[config.mk]
export PLATFORM = sky130hd
export DESIGN_NAME = pq_arbiter
export DESIGN_NICKNAME = d
export VERILOG_FILES = /design/src/rtl/pq_arbiter.sv
export SDC_FILE = /design/constraint.sdc
export NUM_CORES = 1
export LEC_CHECK = 0
export CORE_ASPECT_RATIO = 1.25
export CORE_UTILIZATION = 47
export CTS_CLUSTER_SIZE = 20
export DETAILED_ROUTE_END_ITERATION = 8
export PLACE_DENSITY_LB_ADDON = 0.12
export SYNTH_ARGS = -nofsm -noshare
export SYNTH_HDL_FRONTEND = slang
export SYNTH_SLANG_ARGS = --single-unit
[constraint.sdc]
create_clock -name i_CLK -period 10.85 [get_ports i_CLK]
set_input_delay 2.17 -clock i_CLK [delete_from_list [all_inputs] [get_ports i_CLK]]
set_output_delay 2.17 -clock i_CLK [all_outputs]
set_load 0.01 [all_outputs]
[src/rtl/pq_arbiter.sv]
// Round-robin arbiter/sequencer sharing one external max-at-head priority queue
// between NUM_REQ requesters, with a registered response and a drain (flush) mode.
module pq_arbiter #(
  parameter int NUM_REQ    = 4,
  parameter int DATA_WIDTH = 16,
  parameter int ENQ_ENA    = 1,
  parameter int CNT_WIDTH  = 16
) (
  input  logic                           i_CLK,
  input  logic                           i_RSTn,
  input  logic [NUM_REQ-1:0]             i_req_valid,
  input  logic [2*NUM_REQ-1:0]           i_req_op,
  input  logic [NUM_REQ*DATA_WIDTH-1:0]  i_req_data,
  output logic [NUM_REQ-1:0]             o_req_ready,
  output logic [NUM_REQ-1:0]             o_rsp_valid,
  output logic [DATA_WIDTH-1:0]          o_rsp_data,
  output logic                           o_rsp_err,
  input  logic                           i_flush,
  output logic                           o_flush_busy,
  output logic                           o_pq_wrt,
  output logic                           o_pq_read,
  output logic [DATA_WIDTH-1:0]          o_pq_data,
  input  logic                           i_pq_full,
  input  logic                           i_pq_empty,
  input  logic [DATA_WIDTH-1:0]          i_pq_data,
  output logic [CNT_WIDTH-1:0]           o_err_cnt
);

  localparam int PTR_W = $clog2(NUM_REQ);
  localparam logic [1:0] OP_ENQ = 2'b01;
  localparam logic [1:0] OP_DEQ = 2'b10;
  localparam logic [1:0] OP_REP = 2'b11;

  typedef enum logic {IDLE, FLUSH} state_t;

  typedef struct packed {
    logic [NUM_REQ-1:0]    vld;
    logic [DATA_WIDTH-1:0] data;
    logic                  err;
  } rsp_t;

  state_t                            state;
  logic   [PTR_W-1:0]                ptr;
  rsp_t                              rsp;
  logic   [CNT_WIDTH-1:0]            err_cnt;

  logic   [NUM_REQ-1:0][1:0]            op_a;
  logic   [NUM_REQ-1:0][DATA_WIDTH-1:0] data_a;

  logic                   gnt_any;
  logic [PTR_W-1:0]       gnt_idx;
  logic [1:0]             gnt_op;
  logic [DATA_WIDTH-1:0]  gnt_data;
  logic                   legal, is_wr, is_rd;

  assign op_a   = i_req_op;
  assign data_a = i_req_data;

  function automatic logic [PTR_W-1:0] wrap(input logic [31:0] v);
    return PTR_W'(v % NUM_REQ);
  endfunction

  // First valid requester at or above ptr, wrapping; no grant while flushing.
  always_comb begin
    gnt_any = 1'b0;
    gnt_idx = ptr;
    if (state == IDLE && !i_flush) begin
      for (int unsigned i = 0; i < NUM_REQ; i++) begin
        if (!gnt_any && i_req_valid[wrap(32'(ptr) + i)]) begin
          gnt_any = 1'b1;
          gnt_idx = wrap(32'(ptr) + i);
        end
      end
    end
  end

  assign gnt_op   = op_a[gnt_idx];
  assign gnt_data = data_a[gnt_idx];

  always_comb begin
    legal = 1'b0;
    is_wr = 1'b0;
    is_rd = 1'b0;
    case (gnt_op)
      OP_ENQ: begin
        legal = (ENQ_ENA != 0) && !i_pq_full && (gnt_data != '0);
        is_wr = 1'b1;
      end
      OP_DEQ: begin
        legal = !i_pq_empty;
        is_rd = 1'b1;
      end
      // Replace on an empty queue is legal: the write lands, the read is a no-op.
      OP_REP: begin
        legal = (gnt_data != '0);
        is_wr = 1'b1;
        is_rd = 1'b1;
      end
      default: legal = 1'b0;
    endcase
  end

  assign o_req_ready  = gnt_any ? (NUM_REQ'(1) << gnt_idx) : '0;
  assign o_pq_wrt     = gnt_any && legal && is_wr;
  assign o_pq_read    = (state == FLUSH) ? !i_pq_empty : (gnt_any && legal && is_rd);
  assign o_pq_data    = gnt_any ? gnt_data : '0;
  assign o_flush_busy = (state == FLUSH);
  assign o_rsp_valid  = rsp.vld;
  assign o_rsp_data   = rsp.data;
  assign o_rsp_err    = rsp.err;
  assign o_err_cnt    = err_cnt;

  always_ff @(posedge i_CLK or negedge i_RSTn) begin
    if (!i_RSTn) begin
      state   <= IDLE;
      ptr     <= '0;
      rsp     <= '0;
      err_cnt <= '0;
    end else begin
      case (state)
        IDLE:    if (i_flush)    state <= FLUSH;
        FLUSH:   if (i_pq_empty) state <= IDLE;
        default: state <= IDLE;
      endcase
      rsp.vld <= o_req_ready;
      // Data/err hold between responses; only a grant updates them.
      if (gnt_any) begin
        ptr      <= wrap(32'(gnt_idx) + 32'd1);
        rsp.err  <= !legal;
        rsp.data <= (legal && is_rd) ? i_pq_data : '0;
        if (!legal && err_cnt != '1)
          err_cnt <= err_cnt + CNT_WIDTH'(1);
      end
    end
  end

endmodule
==> results of run 1 <==
-- metrics by stage --
stage / hold slack (ns) / setup WS (ns) / cells / instance area (um^2)
2_1_floorplan: 0.515 / 4.11 / 461 / 3600
3_3_place_gp: 0.479 / 2.17 / 677 / 5150
3_5_place_dp: 0.477 / 1.92 / 677 / 5150
4_1_cts: 0.490 / 1.84 / 684 / 5250
5_1_grt: 0.497 / 1.40 / 684 / 5250
6_report: 0.490 / 1.71 / 684 / 5250
-- routing by layer --
| metal | wire (um) | GRT usage | up-vias | part of all wire |
|---|---|---|---|---|
| met5 | 0 | 0 | - | 0 |
| met4 | 340 | 0.124 | 0 | 0.027 |
| met3 | 1180 | 0.0718 | 36 | 0.092 |
| met2 | 6180 | 0.523 | 239 | 0.48 |
| met1 | 5110 | 0.379 | 2065 | 0.40 |
| li1 | - | - | 2017 | - |
-- kinds of logic (layout without fill, tap and decap cells) --
kind of cell,count (synthesis),in the layout
buffers and inverters,49,180
muxes,8,8
xor gates and xnor gates,15,15
AOI/OAI and AO/OA,164,164
and+or+nand+nor,180,180
adders and majority gates,5,5
DFF,40,40
-- final cells by class --
type / count / area [um^2] / share of cell area
clock buffers: 7 / 96.3 / 0.0184
inverters: 10 / 37.5 / 0.00715
multi-input cells: 372 / 2390 / 0.455
flip-flops and latches: 40 / 1000 / 0.191
well taps: 92 / 115 / 0.0219
repair buffers: 163 / 1610 / 0.307
-- flip-flops by register name (all words and copies together), names as in the netlist --
register / count
o_rsp_data: 16
o_rsp_err: 1
o_err_cnt: 16
ptr: 2
o_rsp_valid: 4
o_flush_busy: 1
-- placed cells by master (no fill, tap or decap), types with 3 or more instances in the layout --
cell type        count
clkdlybuf4s50_1    155
dfrtp_1             40
nor2_1              37
nand2_1             34
a21oi_1             27
o21ai_0             24
a31oi_1             21
nand3_1             19
and3_1              19
a22o_1              16
or3_1               13
nor3_1              12
a211oi_1            12
xor2_1              11
nor4_1              10
and2_1               9
o31ai_1              8
o22ai_1              8
inv_1                8
o211ai_1             7
clkbuf_8             7
buf_4                7
or4_1                5
mux2i_1              5
o21ai_1              5
ha_1                 5
o21a_1               4
nor3_2               4
xnor2_1              4
o221ai_1             3
o311ai_0             3
-- worst paths after layout --
kind                                                 from                        end  slack (ns)
worst max register to register         ptr[1]$_DFFE_PN0P_   o_err_cnt[9]$_DFFE_PN0P_        6.22
max in group asynchronous                          i_RSTn   o_rsp_valid[0]$_DFF_PN0_        8.32
worst max-delay path                       i_req_valid[2]                  o_pq_read        1.71
worst min-delay path            o_err_cnt[12]$_DFFE_PN0P_  o_err_cnt[12]$_DFFE_PN0P_        0.49
min in group asynchronous                          i_RSTn  o_err_cnt[10]$_DFFE_PN0P_        1.98
worst min register to register  o_err_cnt[12]$_DFFE_PN0P_  o_err_cnt[12]$_DFFE_PN0P_        0.49
-- power breakdown --
part | switching, mW | internal [mW]
clock network | 0.0488 | 0.0566
registers | 0.0360 | 0.189
logic | 0.345 | 0.274
-- worst max-delay path: cells and delay by family --
| family | cells | cell delay [ns] |
|---|---|---|
| buffers and inverters | 2 | 1.23 |
| and+or+nand+nor | 6 | 1.65 |
| AOI/OAI and AO/OA | 5 | 1.91 |
==> impl_metrics.toml, run 1 <==
[floorplan]
core_region_area_um2 = 7400
dieArea_um2 = 8010
dieWidth_um = 80.3
io_pins = 157
rows = 35
initial_core_util = 0.486
die_h_um = 99.8

[power_and_ir_drop]
peakVddDrop_uv = 127
p_leak_nw = 2.11
powerDensity_nw_per_um2 = 181
p_total_mw = 0.949

[sta]
rsz0062_at_grt = "no"
hold_violations = 0
max_freq_mhz = 109
tns_ns = 0
finalSetupViolations = 0
max_slew_margin = 0.231
tightest_slew_ns = 1.15
min_period_over_period = 0.842
skew_ns = 0.00338
fin_crit_ns = 9.14
drv_slew = 0

[yosys]
synthTopCellsByCount = "dfrtp_1, nor2_1, nand2_1"
ys_warn_count = 0
synth_ff_type = "dfrtp_1"
synth-compound-area-share = 0.317
synth_area_um2 = 3600
synthMuxAreaShare = 0.0243
syn_inst = 461
synth_fp_nets = 563
synth_xor_area_frac = 0.0365
ys_seq_elements = 40
synth_top_cell_by_area = "dfrtp_1"
synth_area_leaders = "dfrtp_1, a22o_1, nor2_1"
synth_top_family_by_area = "compound AO/OA/AOI/OAI gates"
netlist.area_leader.share = 0.278
yosys.area_share.simple = 0.268
synth_fa_ha_area_frac = 0.0174
synth_enable_flop_cells = 0
syn-mean-instance-area_um2 = 7.81
ys_async_sr_fraction = 1.00
ys_types = 69
ys_seq_area_frac = 0.278
synth.most_common_cell = "dfrtp_1"

[cells_and_area]
final_core_util = 0.709
syn_to_final_growth_pct = 45.8
layout-drive-gt1-share = 0.0574
n_fill_cell = 611
fin_nets = 694
antennaDiodeCount = 0

[setup_path]
worstSetupPathType = "input port to output port"
slowest_stage = "a211o_1"
worstSetupEndpointType = "output port"
worst_ep_arrival_time_ns = 6.97
reg2reg_depth = 11
critical_path_required_ns = 8.68
critical-path-max-stage-delay_ns = 0.75
crit_chain = "clkdlybuf4s50_1 -> nor3b_1 -> a211o_1 -> a21oi_1 -> and2_1 -> a2111o_1 -> nor4_1 -> a2bb2oi_1 -> nand4_1 -> nor3_1 -> or3_1 -> o22ai_1 -> clkdlybuf4s50_1"
startpoint_type = "input port"
cp_max_fo = 30
crit_path_frequent_cell = "clkdlybuf4s50_1"

[clock_network]
ctsHtreeMaxLevel = 2
clock_latency_ns = 0.29
path_clk_slew_ns = 0.07
clkSinkCount = 40
post-cts-setup-buffers = 0
postCtsHoldBufs = 0
ctsRootBufferMaster = "clkbuf_8"
tritoncts = "built"
cts.path.max_buffers = 2
cts_buffers = 5
cts_resized = 0

[global_route]
grt_pass1_vias = 4089
track_usage = 0.310
grt_max_degree = 67
overflow = 0
grt_pass1_wl_mm = 19.4
antenna_found_initial = 0

[flow_run]
cap_viol_max_count = 0

[drt]
drc_errors = 0
dr.pass1.iters = 5
vias = 4357
viasPerCell = 6.37
wl_per_cell_um = 18.7
drt_iter0_markers = 338
wl_mm = 12.8
ant_nets = 0

[outcome]
status = "completed"

[placed_design]
portBuffers = 156
place.gp.congestion = 0.980
hpwl_mm = 9.13

[hold_path]
hold_depth = 1
hp-class = "flop to flop"
No activity file was read; power rests on OpenSTA's default activity.
==> inputs of run 2 (changes only) <==
- CORE_UTILIZATION: 47 -> 39
- clock period: 10.85 -> 7.9 ns (I/O delays scaled with it)
==> run 2 against run 1 <==
Count of clock-buffer cells in the layout rose by 1. Critical endpoint unchanged. Global-route usage shrank 3.2 points. Clock power rose by 36%. Sequential cell count did not move. Sequential share of layout area down 0.18 points. Highest routed layer unchanged. Via count down 0.71%. Hold slack gained 0.0028 ns. Routed wire length rose by 4.5%. Clock skew is 0.0028 ns higher. Register-to-register slack worse by 2.7 ns. Power increased by 37%.
==> impl_metrics.toml, run 2 (synthesis gave the netlist of run 1 again) <==
[outcome]
status = "completed"

[power_and_ir_drop]
p_leak_nw = 2.12
p_total_mw = 1.30
peakVddDrop_uv = 217
comb_power_share = 0.653
pwr-share-clk = 0.109
power_frac_seq = 0.237
powerDensity_nw_per_um2 = 246
p_sw_frac = 0.455
switching_power_mw = 0.593
power.internal_mw = 0.711

[clock_network]
clkSinkCount = 40
cts.path.max_buffers = 2
postCtsHoldBufs = 0
post-cts-setup-buffers = 0
ctsHtreeMaxLevel = 2
tritoncts = "built"
cts_buffers = 5
clock_latency_ns = 0.30
ctsRootBufferMaster = "clkbuf_8"
path_clk_slew_ns = 0.07
cts_resized = 0

[sta]
skew_ns = 0.00614
min_period_over_period = 0.914
setup_ws_ns = 0.676
tightest_slew_ns = 0.948
finalSetupViolations = 0
tns_ns = 0
rsz0062_at_grt = "no"
max_freq_mhz = 138
hold_violations = 0
max_slew_margin = 0.368
hold_slack_ns = 0.493
fin_crit_ns = 7.22
drv_slew = 0

[floorplan]
io_pins = 157
die_h_um = 109
dieWidth_um = 87.9
core_region_area_um2 = 8800
rows = 38
initial_core_util = 0.409
dieArea_um2 = 9620

[setup_path]
critical-path-max-stage-delay_ns = 0.71
critical_path_required_ns = 6.32
worst_ep_arrival_time_ns = 5.64
startpoint_type = "input port"
crit_chain = "clkdlybuf4s50_1 -> nor3b_1 -> a211o_1 -> a21oi_1 -> and2_1 -> a2111o_1 -> nor4_1 -> a2bb2oi_1 -> nand4_1 -> nor3_1 -> or3_1 -> o22ai_1 -> clkdlybuf4s50_1"
cp_max_fo = 13
worstSetupPathType = "input port to output port"
worstSetupEndpointType = "output port"
path_buf_inv = 2
slowest_stage = "clkdlybuf4s50_1"
crit_family = "simple AND/OR/NAND/NOR gates"
crit_path_frequent_cell = "clkdlybuf4s50_1"

[placed_design]
hpwl_mm = 9.60
place.gp.congestion = 0.882
portBuffers = 156
dpl.cell_count = 708
place_area_um2 = 5210
dp_slack_ns = 0.718

[cells_and_area]
syn_to_final_growth_pct = 47.3
final_core_util = 0.602
antennaDiodeCount = 0
layout-drive-gt1-share = 0.0604
mostFrequentLayoutCells = "clkdlybuf4s50_1, dfrtp_1, nor2_1"
final_common_cell = "clkdlybuf4s50_1"
fin_cells = 716
fin_area_um2 = 5300
fin_nets = 697

[drt]
viasPerCell = 6.04
drc_errors = 0
vias = 4326
ant_nets = 0
wl_per_cell_um = 18.7
wl_mm = 13.4
drt_iter0_markers = 334
dr.pass1.iters = 5

[global_route]
overflow = 0
track_usage = 0.277
grt_pass1_wl_mm = 20.8
grt_pass1_vias = 4181
antenna_found_initial = 0
grt_max_degree = 67

[flow_run]
cap_viol_max_count = 0

[hold_path]
hp-class = "flop to flop"
[run 2: power by group through the flow]
stage | logic (mW) | registers, mW | clock network (mW)
after floorplan | 0.497 | 0.324 | 0
after global placement | 0.832 | 0.311 | 0
after detailed placement | 0.838 | 0.312 | 0
after CTS | 0.844 | 0.310 | 0.149
after global routing | 0.926 | 0.318 | 0.156
final | 0.852 | 0.309 | 0.143
[run 2: final timing paths]
| kind | start | end | slack, ns | cells after the start |
|---|---|---|---|---|
| setup / recovery | i_req_valid[2] | o_pq_read | 0.68 | 13 |
| hold / removal | o_err_cnt[4]$_DFFE_PN0P_ | o_err_cnt[4]$_DFFE_PN0P_ | 0.49 | 1 |
| setup reg to reg | ptr[0]$_DFFE_PN0P_ | o_err_cnt[13]$_DFFE_PN0P_ | 3.57 | 12 |
| hold reg to reg | o_err_cnt[4]$_DFFE_PN0P_ | o_err_cnt[4]$_DFFE_PN0P_ | 0.49 | 1 |
| max in group asynchronous | i_RSTn | o_rsp_data[9]$_DFFE_PN0P_ | 5.95 | 1 |
| min in group asynchronous | i_RSTn | o_err_cnt[4]$_DFFE_PN0P_ | 1.40 | 1 |
[run 2: layout make-up]
| class | count | area, um^2 |
|---|---|---|
| clock buffers | 8 | 90.1 |
| repair buffers | 166 | 1630 |
| inverters | 10 | 37.5 |
| flip-flops and latches | 40 | 1000 |
| well taps | 120 | 150 |
| fillers | 812 | 3500 |
| multi-input cells | 372 | 2390 |
[run 2: routing by layer]
metal,routed length (um),part of all wire,track usage
met5,0,0,0
met4,257,0.019,0.119
met3,1260,0.094,0.0758
met2,6340,0.47,0.457
met1,5520,0.41,0.338
